===== src/rtl/serial_cfg_lut_banked_if.sv =====
// Bus bundle for serial_cfg_lut_banked: serial config inputs, lookup inputs
// and the registered lookup/status outputs.
interface serial_cfg_lut_banked_if #(
  parameter int unsigned IN_WIDTH  = 4,
  parameter int unsigned OUT_WIDTH = 3,
  parameter int unsigned N_BANKS   = 2
);
  localparam int unsigned BANK_W = (N_BANKS > 1) ? $clog2(N_BANKS) : 1;

  logic                 d;
  logic                 cs_n;
  logic [BANK_W-1:0]    bank_wr;
  logic [BANK_W-1:0]    bank_rd;
  logic [IN_WIDTH-1:0]  sel;
  logic [OUT_WIDTH-1:0] out;
  logic                 frame_done;
  logic                 load_err;
  logic                 dout;

  modport master (
    output d, cs_n, bank_wr, bank_rd, sel,
    input  out, frame_done, load_err, dout
  );

  modport slave (
    input  d, cs_n, bank_wr, bank_rd, sel,
    output out, frame_done, load_err, dout
  );
endinterface


===== src/rtl/serial_cfg_lut_banked.sv =====
// Serially configured multi-bank LUT. A TABLE_BITS frame is shifted into a
// shadow register and committed atomically into the bank latched on the
// frame's first bit; lookups read any committed bank through a register.
// Optional feature macro: LUT_READBACK_EN (serial readback on dout).
module serial_cfg_lut_banked #(
  parameter int unsigned IN_WIDTH  = 4,
  parameter int unsigned OUT_WIDTH = 3,
  parameter int unsigned N_BANKS   = 2
) (
  input logic                    clk,
  input logic                    rst,
  serial_cfg_lut_banked_if.slave bus
);
  localparam int unsigned BANK_W     = (N_BANKS > 1) ? $clog2(N_BANKS) : 1;
  localparam int unsigned TABLE_BITS = (1 << IN_WIDTH) * OUT_WIDTH;
  localparam int unsigned CNT_W      = (TABLE_BITS > 1) ? $clog2(TABLE_BITS) : 1;
  localparam logic [CNT_W-1:0] LAST_CNT = CNT_W'(TABLE_BITS - 1);

  typedef enum logic [1:0] {
    ST_IDLE  = 2'd0,
    ST_SHIFT = 2'd1,
    ST_DONE  = 2'd2
  } state_e;

  state_e                state_q, state_d;
  logic [CNT_W-1:0]      bit_cnt_q, bit_cnt_d;
  logic [TABLE_BITS-1:0] shadow_q, shadow_d;
  logic [BANK_W-1:0]     wr_bank_q, wr_bank_d;
  logic [TABLE_BITS-1:0] bank_q [N_BANKS];
  logic [TABLE_BITS-1:0] bank_d [N_BANKS];
  logic [OUT_WIDTH-1:0]  out_q, out_d;
  logic                  frame_done_q, frame_done_d;
  logic                  load_err_q, load_err_d;

  logic [TABLE_BITS-1:0] shifted_c;
  logic                  shift_en_c;
  logic                  commit_c;
  logic [BANK_W-1:0]     commit_bank_c;
  logic [CNT_W-1:0]      rd_idx_c;

  // Shadow contents after shifting in the current serial bit.
  assign shifted_c = TABLE_BITS'({shadow_q, bus.d});
  assign rd_idx_c  = CNT_W'(32'(bus.sel) * OUT_WIDTH);

  // Frame sequencing, commit and lookup next-state logic.
  always_comb begin
    state_d       = state_q;
    bit_cnt_d     = bit_cnt_q;
    shadow_d      = shadow_q;
    wr_bank_d     = wr_bank_q;
    bank_d        = bank_q;
    frame_done_d  = 1'b0;
    load_err_d    = load_err_q;
    out_d         = '0;
    shift_en_c    = 1'b0;
    commit_c      = 1'b0;
    commit_bank_c = wr_bank_q;

    case (state_q)
      ST_IDLE, ST_DONE: begin
        if (!bus.cs_n) begin
          shift_en_c = 1'b1;
          wr_bank_d  = bus.bank_wr;
          bit_cnt_d  = CNT_W'(1);
          state_d    = ST_SHIFT;
          if (TABLE_BITS == 1) begin
            commit_c      = 1'b1;
            commit_bank_c = bus.bank_wr;
          end
        end else begin
          state_d = ST_IDLE;
        end
      end
      ST_SHIFT: begin
        if (!bus.cs_n) begin
          shift_en_c = 1'b1;
          if (bit_cnt_q == LAST_CNT) begin
            commit_c = 1'b1;
          end else begin
            bit_cnt_d = bit_cnt_q + CNT_W'(1);
          end
        end else begin
          // Aborted frame: shadow is left as-is and never committed.
          bit_cnt_d  = '0;
          load_err_d = 1'b1;
          state_d    = ST_IDLE;
        end
      end
      default: state_d = ST_IDLE;
    endcase

    if (shift_en_c) begin
      shadow_d = shifted_c;
    end

    if (commit_c) begin
      bit_cnt_d    = '0;
      state_d      = ST_DONE;
      frame_done_d = 1'b1;
      if (32'(commit_bank_c) < N_BANKS) begin
        bank_d[commit_bank_c] = shifted_c;
      end else begin
        load_err_d = 1'b1;
      end
    end

    // Lookup reads pre-commit bank contents, so a same-edge commit shows next cycle.
    if (32'(bus.bank_rd) < N_BANKS) begin
      out_d = bank_q[bus.bank_rd][rd_idx_c +: OUT_WIDTH];
    end
  end

  // State, table and output registers.
  always_ff @(posedge clk) begin
    if (rst) begin
      state_q      <= ST_IDLE;
      bit_cnt_q    <= '0;
      shadow_q     <= '0;
      wr_bank_q    <= '0;
      for (int b = 0; b < N_BANKS; b++) begin
        bank_q[b] <= '0;
      end
      out_q        <= '0;
      frame_done_q <= 1'b0;
      load_err_q   <= 1'b0;
    end else begin
      state_q      <= state_d;
      bit_cnt_q    <= bit_cnt_d;
      shadow_q     <= shadow_d;
      wr_bank_q    <= wr_bank_d;
      bank_q       <= bank_d;
      out_q        <= out_d;
      frame_done_q <= frame_done_d;
      load_err_q   <= load_err_d;
    end
  end

  assign bus.out        = out_q;
  assign bus.frame_done = frame_done_q;
  assign bus.load_err   = load_err_q;

`ifdef LUT_READBACK_EN
  logic dout_q, dout_d;

  // Readback presents the shadow MSB that is shifted out on each shifting edge.
  always_comb begin
    dout_d = dout_q;
    if (shift_en_c) begin
      dout_d = shadow_q[TABLE_BITS-1];
    end
  end

  // Readback register.
  always_ff @(posedge clk) begin
    if (rst) begin
      dout_q <= 1'b0;
    end else begin
      dout_q <= dout_d;
    end
  end

  assign bus.dout = dout_q;
`else
  assign bus.dout = 1'b0;
`endif
endmodule

===== src/flat_wrapper.sv =====
// flat-port wrapper written by rule: the top's interface ports become plain ports
module serial_cfg_lut_banked_flat 
#(
  parameter int unsigned IN_WIDTH  = 4,
  parameter int unsigned OUT_WIDTH = 3,
  parameter int unsigned N_BANKS   = 2
)
  (clk, rst, bus_d, bus_cs_n, bus_bank_wr, bus_bank_rd, bus_sel, bus_out, bus_frame_done, bus_load_err, bus_dout);
  serial_cfg_lut_banked_if #(.IN_WIDTH(IN_WIDTH), .OUT_WIDTH(OUT_WIDTH), .N_BANKS(N_BANKS)) bus_i ();
  input logic clk;
  input logic rst;
  input wire logic [$bits(bus_i.d)-1:0] bus_d;
  input wire logic [$bits(bus_i.cs_n)-1:0] bus_cs_n;
  input wire logic [$bits(bus_i.bank_wr)-1:0] bus_bank_wr;
  input wire logic [$bits(bus_i.bank_rd)-1:0] bus_bank_rd;
  input wire logic [$bits(bus_i.sel)-1:0] bus_sel;
  output wire logic [$bits(bus_i.out)-1:0] bus_out;
  output wire logic [$bits(bus_i.frame_done)-1:0] bus_frame_done;
  output wire logic [$bits(bus_i.load_err)-1:0] bus_load_err;
  output wire logic [$bits(bus_i.dout)-1:0] bus_dout;
  assign bus_i.d = bus_d;
  assign bus_i.cs_n = bus_cs_n;
  assign bus_i.bank_wr = bus_bank_wr;
  assign bus_i.bank_rd = bus_bank_rd;
  assign bus_i.sel = bus_sel;
  assign bus_out = bus_i.out;
  assign bus_frame_done = bus_i.frame_done;
  assign bus_load_err = bus_i.load_err;
  assign bus_dout = bus_i.dout;
  serial_cfg_lut_banked #(.IN_WIDTH(IN_WIDTH), .OUT_WIDTH(OUT_WIDTH), .N_BANKS(N_BANKS)) u_core (.clk(clk), .rst(rst), .bus(bus_i));
endmodule

===== config.mk =====
export PLATFORM = sky130hd
export DESIGN_NAME = serial_cfg_lut_banked_flat
export DESIGN_NICKNAME = d
export VERILOG_FILES = /design/src/rtl/serial_cfg_lut_banked_if.sv /design/src/rtl/serial_cfg_lut_banked.sv /design/src/flat_wrapper.sv
export SDC_FILE = /design/constraint.sdc
export NUM_CORES = 1
export LEC_CHECK = 0
export BUFFER_PORTS_ARGS = -buffer_cell sky130_fd_sc_hd__buf_2
export CAP_MARGIN = 20
export CORE_MARGIN = 2
export CORE_UTILIZATION = 46
export DETAILED_ROUTE_END_ITERATION = 10
export GPL_TIMING_DRIVEN = 0
export MAX_ROUTING_LAYER = met4
export SYNTH_ARGS = -nofsm -noshare
export SYNTH_HDL_FRONTEND = slang
export SYNTH_SLANG_ARGS = --single-unit

===== constraint.sdc =====
create_clock -name clk -period 2.8 [get_ports clk]
set_input_delay 0.7 -clock clk [delete_from_list [all_inputs] [get_ports clk]]
set_output_delay 0.7 -clock clk [all_outputs]
set_load 0.1 [all_outputs]

# [Yosys cells after proc, flatten, opt, wreduce, memory -nomap -nowiden]
# Cells that the tools add are included.
[op_classes] bitwise_logic=3 n_mul=1 shifts=1 addsub=1 reduce_logical=9 muxes=20 order_cmp=3 eq_ne=7
[op_table] op="2-to-1 mux 48 bit" count=4
[op_table] op="bitwise mux 96 bit" count=1
[op_table] op="demux 48 bit (select 1 bit)" count=1
[op_table] op="variable part select 48 x 7 -> 3 bit" count=1
[op_table] op="2-to-1 mux 6 bit" count=3
[op_table] op="one-hot mux 6 bit (2 select lines)" count=1
[op_table] op="2-to-1 mux 1 bit" count=7
[op_table] op="adder 6 x 1 -> 6 bit (second input constant)" count=1
[op_table] op="== test 6 bit (second input constant)" count=1
[op_table] op="multiplier 4 x 2 -> 6 bit (second input constant)" count=1
[op_table] op=">= comparator 2 bit (second input constant)" count=2
[op_table] op="2-to-1 mux 2 bit" count=2
[op_table] op="!= test 2 bit (second input constant)" count=2
[op_table] op="NOT 1 -> 2 bit" count=2
[op_table] op="one-hot mux 2 bit (2 select lines)" count=1
[op_table] op="AND reduction 2 bit" count=2
[op_table] op="OR reduction 2 bit" count=2
[op_table] op="!= test 3 x 2 -> 1 bit (second input constant)" count=1
[op_table] op="!= test 3 bit (second input constant)" count=1
[op_table] op="AND reduction 3 bit" count=1
[op_table] op="OR reduction 3 bit" count=1
[op_table] op="== test 2 x 1 -> 1 bit (second input constant)" count=1
[op_table] op="== test 2 bit (second input constant)" count=1
[op_table] op="logical NOT 2 bit" count=1
[op_table] op="other kinds (4)" count=4
[totals] input_bits=10 ff_bits=157

# [Longest topological paths before layout]
# Gate-level depths: netlist of the first run.
[depth] ltp_word=6 mapped_depth=8 mapped_depth_nobuf=5

# [Worst setup path after synthesis of the first run]
# Ideal clock, no wire load.
[synth_timing] kind="input -> register" start="input bus_cs_n" end="register u_core.bank_q[75] (netlist bit)" cell_stages=8 slack_ns=0.425 setup_time_ns=0.132 arrival_ns=2.243 required_ns=2.668 path_cell_list="buf_2 or3b_1 buf_2 or4_4 buf_6 buf_6 nand2_1 a21oi_1"
[synth_between] elab_chain_len=2
[synth_rtl] item="start, declared" line="flat_wrapper.sv:13" rtl="input wire logic [$bits(bus_i.cs_n)-1:0] bus_cs_n;"
[synth_rtl] item="2-to-1 mux 1 bit" line="serial_cfg_lut_banked.sv:75" rtl="if (!bus.cs_n) begin"
[synth_rtl] item="2-to-1 mux 1 bit" line="serial_cfg_lut_banked.sv:59" rtl="case (state_q)"
[synth_rtl] item="end signal, assigned" line="serial_cfg_lut_banked.sv:131" rtl="bank_q <= bank_d;"
[synth_rtl] item="end, declared" line="serial_cfg_lut_banked.sv:29" rtl="logic [TABLE_BITS-1:0] bank_q [N_BANKS];"
# No other way between the ends.
# A chain may end at the register's enable or synchronous reset.

# [Worst setup path after layout of the first run]
[layout_timing] start="input bus_bank_rd" end="register u_core.out_q[2], in the netlist u_core.bus.out[2]"
[layout_between] elab_chain_len=5
[layout_rtl] item="start, declared" line="flat_wrapper.sv:15" rtl="input wire logic [$bits(bus_i.bank_rd)-1:0] bus_bank_rd;"
[layout_rtl] item="NOT 1 -> 2 bit (not written as such)" line="serial_cfg_lut_banked.sv:109" rtl="out_d = bank_q[bus.bank_rd][rd_idx_c +: OUT_WIDTH];"
[layout_rtl] item="2-to-1 mux 48 bit (not written as such) (3 in a row)" line="serial_cfg_lut_banked.sv:109"
[layout_rtl] item="variable part select 48 x 7 -> 3 bit" line="serial_cfg_lut_banked.sv:109"
[layout_rtl] item="end signal, assigned" line="serial_cfg_lut_banked.sv:132" rtl="out_q <= out_d;"
[layout_rtl] item="end, declared" line="serial_cfg_lut_banked.sv:31" rtl="logic [OUT_WIDTH-1:0] out_q, out_d;"
# No other way between the ends. The select of a mux whose other input is x is not followed.

==> metrics.cfg, run 1 <==
[clocking]
post_cts_buffers=0
clk_latency_ns=0.42
clock_pin_slew_of_the_registers_on_the_worst_case_setup_and_hold_paths_ns=0.06
clock_tree.htree_level_count=4
cts_num_sinks=157
maximum_count_of_clock_buffers_along_a_single_path=2
cts_tree=yes
cts_repair_resize_count=0
tritoncts.num_buffers=17
hold_buffers=0
cts_root_buffer=clkbuf_16

[sta]
fin_crit_ns=2.57
finalSetupViolCount=0
worst_clock_skew_ns=0.00662
max_slew_violations=0
slew_headroom_pct=55.7
min_period_over_period_pct=91.8
grt_setup_unrepaired=no
number_of_hold_slack_violations_in_the_final_timing_report=0
clock.fmax_mhz=389
fin_worst_setup_slack_ns=0.229
tightestPinTransition_ns=0.665
setup_total_negative_slack_ns=0

[worst_setup_path]
worst-endpoint-arrival_ns=2.83
r2r_setup_slack_ns=0.47
worst-r2r-cell-count=8
critical_path_source_type=input port
timing.critical_path.to_type=flop
path_max_fanout=10
timing_worst_setup_path_type=input port to flop
critical_path_required_ns=3.06

[status]
run_status=completed

[cells_and_area]
count_of_antenna_diodes_in_the_layout=0
layout_utilization_pct=54.3
post_route_cells_drive_above_1_share_pct=11.9
area.growth.synth_to_final_pct=14.9
finish.net_count=791

[detailed_routing]
via_per_inst=5.43
avgRoutedWirePerCell_um=16.7
post-route-drc-count=0
number_of_design_rule_violations_left_by_the_first_detailed_router_iteration=386
drt_wl_total_um=16100
vias=5260
detailedRoute.firstPassIterationCount=5
drtAntennaViolNets=0

[yosys]
synth_enable_flop_cells=0
postSynthRegisterBits=157
postSynthNetCount=760
combined_area_of_all_synthesized_cells_mm2=0.00628
synth_sequential_area_ratio_pct=50.0
synth_async_sr_flop_share_pct=0
synth_top_flop_cell=dfxtp_1
yosys.cell_types.count=38
postSynthCellCount=749
synthesis.area_per_instance_um2=8.39
yosysWarningCount=0

[global_routing]
maximum_number_of_pins_on_one_net_before_global_route_repair=17
grt_pass1_vias=4966
gr_ovfl_total=0
initial_antenna_violation_count=0
grt_first_pass_wirelength_um=26100
grtUsageTotal_pct=24.1

[floorplan]
fp-row-count=42
floorplan.die.height_um=121
io_pins=16
starting_density_pct=47.3
area_of_the_core_mm2=0.0133
die_x_um=121
die_area_mm2=0.0146

[power]
power_leakage_uw=0.00235
ir_drop_v=0.000423
cellPowerDensity_mw_per_mm2=693
totalPowerFinal_uw=5000

[placed_design]
dp_slack_ns=-0.133
gp_weighted_congestion=0.778
dp.final_hpwl_um=11000
port_buffers=12

[worst_hold_path]
min-delay-path-class=flop to flop
worstHoldPathCells=2

[run]
maxCapViolations=0

[through the flow]
step / hold slack (ns) / cells / area, µm²
4_1_cts: 0.457 / 969 / 7220
3_3_place_gp: 0.439 / 937 / 6560
6_report: 0.454 / 969 / 7220
2_1_floorplan: 0.433 / 749 / 6280
3_5_place_dp: 0.448 / 937 / 6560
5_1_grt: 0.467 / 969 / 7220
[logic make-up after synthesis]
group | count (synthesis) | share of synthesized area (%)
multiplexers | 29 | 9.66
flip-flops | 157 | 50.0
AO/OA/AOI/OAI | 168 | 13.9
adder cells (fa/ha/maj) | 1 | 0.199
other | 1 | 0.0597
AND/OR/NAND/NOR | 333 | 21.6
buffers and inverters | 60 | 4.50
[synthesized netlist by cell type, types with 2 or more instances]
| cell type | instances | area [µm²] |
|---|---|---|
| nor2_1 | 6 | 22.5 |
| a2111oi_0 | 4 | 35.0 |
| nor3b_1 | 3 | 22.5 |
| or3_1 | 3 | 18.8 |
| dfxtp_1 | 157 | 3140 |
| buf_6 | 3 | 33.8 |
| nor3_1 | 5 | 25.0 |
| o21ai_0 | 4 | 20.0 |
| mux2_2 | 3 | 33.8 |
| buf_4 | 5 | 37.5 |
| a21oi_1 | 152 | 761 |
| nand2b_1 | 3 | 18.8 |
| nand4_1 | 2 | 12.5 |
| nor4_1 | 5 | 31.3 |
| buf_1 | 3 | 11.3 |
| a211oi_1 | 3 | 22.5 |
| nand2_1 | 290 | 1090 |
| inv_1 | 2 | 7.51 |
| nor2b_1 | 8 | 50.1 |
| clkbuf_1 | 34 | 128 |
| buf_2 | 13 | 65.1 |
| mux4_2 | 25 | 563 |
[registers in the layout, indices dropped and copies added (netlist names)]
signal / count
u_core.commit_bank_c: 1
u_core.bus.load_err: 1
u_core.bank_q: 96
u_core.state_q: 2
u_core.bit_cnt_q: 6
u_core.bus.out: 3
u_core.bus.frame_done: 1
u_core.shadow_q: 47
[routing by layer]
metal  global-route usage [%]  vias up  share of wire (%)
met5                        -        -                  0
met1                     31.1     2551                 46
li1                         -     2588                  -
met3                     4.89       18                4.0
met4                     7.49        0                1.3
met2                     38.5      103                 48
[worst paths after layout]
kind                                  start                             end
max                             bus_bank_rd    u_core.bus.out[2]$_SDFF_PP0_
min          u_core.bank_q[61]$_SDFFE_PP0P_  u_core.bank_q[61]$_SDFFE_PP0P_
max reg2reg  u_core.state_q[0]$_SDFFE_PP0P_  u_core.bank_q[94]$_SDFFE_PP0P_
min reg2reg  u_core.bank_q[61]$_SDFFE_PP0P_  u_core.bank_q[61]$_SDFFE_PP0P_
[layout by cell type (no fill, tap or decap), types with 3 or more instances in the layout]
| master | Yosys | routed |
|---|---|---|
| nand2_1 | 290 | 290 |
| bufinv_16 | 0 | 5 |
| clkinv_4 | 0 | 4 |
| a211oi_1 | 3 | 3 |
| nor4_1 | 5 | 5 |
| nand2b_1 | 3 | 3 |
| a21oi_1 | 152 | 152 |
| mux4_2 | 25 | 25 |
| or3_1 | 3 | 3 |
| buf_1 | 3 | 3 |
| buf_2 | 13 | 25 |
| nor2_1 | 6 | 6 |
| nor2b_1 | 8 | 8 |
| nor3_1 | 5 | 5 |
| buf_6 | 3 | 3 |
| dfxtp_1 | 157 | 157 |
| mux2_2 | 3 | 3 |
| clkbuf_1 | 34 | 35 |
| nor3b_1 | 3 | 3 |
| buf_4 | 5 | 5 |
| a2111oi_0 | 4 | 4 |
| clkbuf_16 | 0 | 17 |
| o21ai_0 | 4 | 4 |
[cell type report]
cell class / instances / area (µm²)
timing repair buffer: 12 / 60.1
fill: 1211 / 6080
tap: 176 / 220
sequential: 157 / 3140
clock buffer: 19 / 443
clock inverter: 13 / 214
buffer: 58 / 275
inverter: 2 / 7.51
multi-input combinational: 532 / 2860
[report_power, final]
part	internal (µW)	switching, µW
logic	48.1	155
clock network	1610	936
registers	2240	5.86
[worst max-delay path, stage by stage]
cell and delay, ns:
buf_2 0.20, buf_2 0.35, buf_2 0.39, mux4_2 0.39
a2111oi_0 0.62, nor4_1 0.18
Power figures use the tool's default switching activity.
==> run 2: changes to the inputs <==
- ABC_AREA: default -> 1
- CORE_ASPECT_RATIO: default -> 1.2
- PLACE_DENSITY: default -> 0.73
==> metrics.cfg, run 2 <==
[yosys]
synth_sequential_area_ratio_pct=47.4
yosys.cell_types.count=27
postSynthCellCount=926
post-synth-top-area-fraction_pct=47.4
synth_top_flop_cell=dfxtp_1
yosysTopAreaCell=dfxtp_1
synth_async_sr_flop_share_pct=0
synth_enable_flop_cells=0
postSynthRegisterBits=157
cell_with_the_most_instances_after_synthesis=dfxtp_1
most_area_consuming_cells_after_synthesis=dfxtp_1 (47%), o21ai_0 (9.1%), a21oi_1 (8.4%)
postSynthNetCount=937
most_instantiated_cells_after_synthesis=dfxtp_1 (157), nand2_1 (131), o21ai_0 (120), nor2_1 (113), inv_1 (112)
combined_area_of_all_synthesized_cells_mm2=0.00663
yosysWarningCount=0
synthesis.area_per_instance_um2=7.16

[clocking]
cts_root_buffer=clkbuf_16
cts_num_sinks=157
maximum_count_of_clock_buffers_along_a_single_path=2
hold_buffers=0
clock_tree.htree_level_count=4
cts_repair_resize_count=0
clock_pin_slew_of_the_registers_on_the_worst_case_setup_and_hold_paths_ns=0.06
post_cts_buffers=0
tritoncts.num_buffers=17
cts_tree=yes
clk_latency_ns=0.42

[global_routing]
grt_first_pass_wirelength_um=28700
initial_antenna_violation_count=0
grtUsageTotal_pct=24.6
maximum_number_of_pins_on_one_net_before_global_route_repair=17
gr_ovfl_total=0
grt_pass1_vias=5711

[detailed_routing]
routed-wl-met2_um=8700
met3RoutedLength_um=937
via_per_inst=5.33
vias=6105
post-route-drc-count=0
drt_wl_total_um=17800
number_of_design_rule_violations_left_by_the_first_detailed_router_iteration=543
avgRoutedWirePerCell_um=15.5
routedLengthMet1_um=7670
drtAntennaViolNets=0
highest_layer=met4
detailedRoute.firstPassIterationCount=6

[cells_and_area]
post_route_cells_drive_above_1_share_pct=8.56
finish.net_count=968
largest_reg_flops=96
highest_count_cells_in_the_layout_ignoring_fill_and_taps=dfxtp_1 (157), nand2_1 (131), o21ai_0 (120)
registers.top_by_ff_count=u_core.bank_q
finish.instance_area_mm2=0.00751
largestRegisters=u_core.bank_q (96), u_core.shadow_q (47), u_core.bit_cnt_q (6)
mostFrequentLayoutCell=dfxtp_1
area.growth.synth_to_final_pct=13.3
count_of_antenna_diodes_in_the_layout=0

[power]
power_leakage_uw=0.00288
ir_drop_v=0.000442
cellPowerDensity_mw_per_mm2=688

[worst_setup_path]
critical-path-top-delay-family=simple AND/OR/NAND/NOR gates
critical_path_buf_inv_count=1
timing_worst_setup_path_type=flop to flop
worst-r2r-cell-count=7
critical_path_required_ns=3.11
critPathSlowestCell=dfxtp_1
startpoint=u_core.bit_cnt_q[0]$_SDFFE_PP0P_
worstPathCellList=ha_1, nand3_2, nor3_4, nand3b_2, clkbuf_1, o21ai_0, a21oi_1
r2r_end=u_core.bank_q[93]$_SDFFE_PP0P_
critical_path_source_type=flop
rr_startpoint=u_core.bit_cnt_q[0]$_SDFFE_PP0P_
path_max_fanout=10
worst-endpoint-arrival_ns=2.24
r2r_setup_slack_ns=0.86
timing.critical_path.to_type=flop
critical_path_stages=7
critPathMaxStageDelay_ns=0.40

[sta]
worst_clock_skew_ns=0.00722
clock.fmax_mhz=517
slew_headroom_pct=48.9
max_slew_violations=0
number_of_hold_slack_violations_in_the_final_timing_report=0
whs_ns=0.445
setup_total_negative_slack_ns=0
finalSetupViolCount=0
grt_setup_unrepaired=no
tightestPinTransition_ns=0.767
fin_crit_ns=1.94
min_period_over_period_pct=69.1

[placed_design]
dpl_cell_area_mm2=0.00691
port_buffers=12
dp.final_hpwl_um=12000
gp_weighted_congestion=0.866

[floorplan]
fp-row-count=48
area_of_the_core_mm2=0.0142
die_x_um=114
die_area_mm2=0.0154
floorplan.die.height_um=135
starting_density_pct=46.6
io_pins=16

[worst_hold_path]
worstHoldPathCells=2
min-delay-path-class=flop to flop
holdCritStartpoint=u_core.bank_q[36]$_SDFFE_PP0P_
min_delay_worst_endpoint=u_core.bank_q[36]$_SDFFE_PP0P_

[status]
run_status=completed

[run]
maxCapViolations=0

[run 2: cell types whose count changed in the layout (fill, tap and decap cells not counted), moves of 5 or more]
| cell | before | now |
|---|---|---|
| nand2_1 | 290 | 131 |
| buf_6 | 3 | 8 |
| mux4_2 | 25 | 0 |
| a21oi_1 | 152 | 111 |
| nor2b_1 | 8 | 0 |
| nor2_1 | 6 | 113 |
| nand3_1 | 1 | 67 |
| inv_1 | 2 | 112 |
| nor4_1 | 5 | 0 |
| o21ai_1 | 0 | 30 |
| o21ai_0 | 4 | 120 |
[run 2: per-stage QoR]
step	total power (µW)	util, %	setup slack (ns)	instances
6_report	5160	52.7	0.864	1145
5_1_grt	5320	52.7	0.720	1145
4_1_cts	5160	52.7	0.859	1145
3_5_place_dp	2840	48.5	0.602	1113
3_3_place_gp	2830	48.5	0.607	1113
2_1_floorplan	2700	-	1.09	926
[run 2: cells by family after synthesis]
| logic type | synth area share (%) |
|---|---|
| xor gates and xnor gates | 0.264 |
| and+or+nand+nor | 20.2 |
| AOI/OAI and AO/OA | 20.1 |
| DFF | 47.4 |
| other | 0.0566 |
| buffers and inverters | 11.8 |
| adders and majority gates | 0.189 |
[run 2: worst register-to-register path: cells and delay by family, from the launching register on]
kind	cells	cell delay [ns]
compound gates	2	0.32
fa+ha+maj	1	0.23
buf+inv	1	0.32
flops	1	0.40
simple gates	3	0.54
[run 2: cell type report]
type / instances / area, µm²
plain buffers: 64 / 343
clock buffers: 21 / 460
clock inverters: 11 / 141
fillers: 1363 / 6730
inverters: 117 / 439
multi-input cells: 588 / 2700
flip-flops and latches: 157 / 3140
well taps: 175 / 219
repair buffers: 12 / 60.1
[run 2: how the worst max path moves through the flow]
stage	end
after global routing	u_core.bank_q[93]$_SDFFE_PP0P_
after detailed placement	u_core.bank_q[22]$_SDFFE_PP0P_
final	u_core.bank_q[93]$_SDFFE_PP0P_
after floorplan	u_core.bus.out[0]$_SDFF_PP0_
after global placement	u_core.bank_q[33]$_SDFFE_PP0P_
after CTS	u_core.bank_q[93]$_SDFFE_PP0P_
[run 2: per-layer routing]
metal | up-vias | GRT usage [%]
met5 | - | -
li1 | 3036 | -
met2 | 178 | 41.3
met3 | 41 | 4.65
met1 | 2850 | 29.2
met4 | 0 | 9.76
[run 2: report_power, final]
part           leakage [µW]  internal (µW)  total, µW  switching (µW)
combinational       0.00132            121        425             304
sequential          0.00128           2310       2380            68.8
clock              0.000289           1440       2360             916
total               0.00288           3870       5160            1290
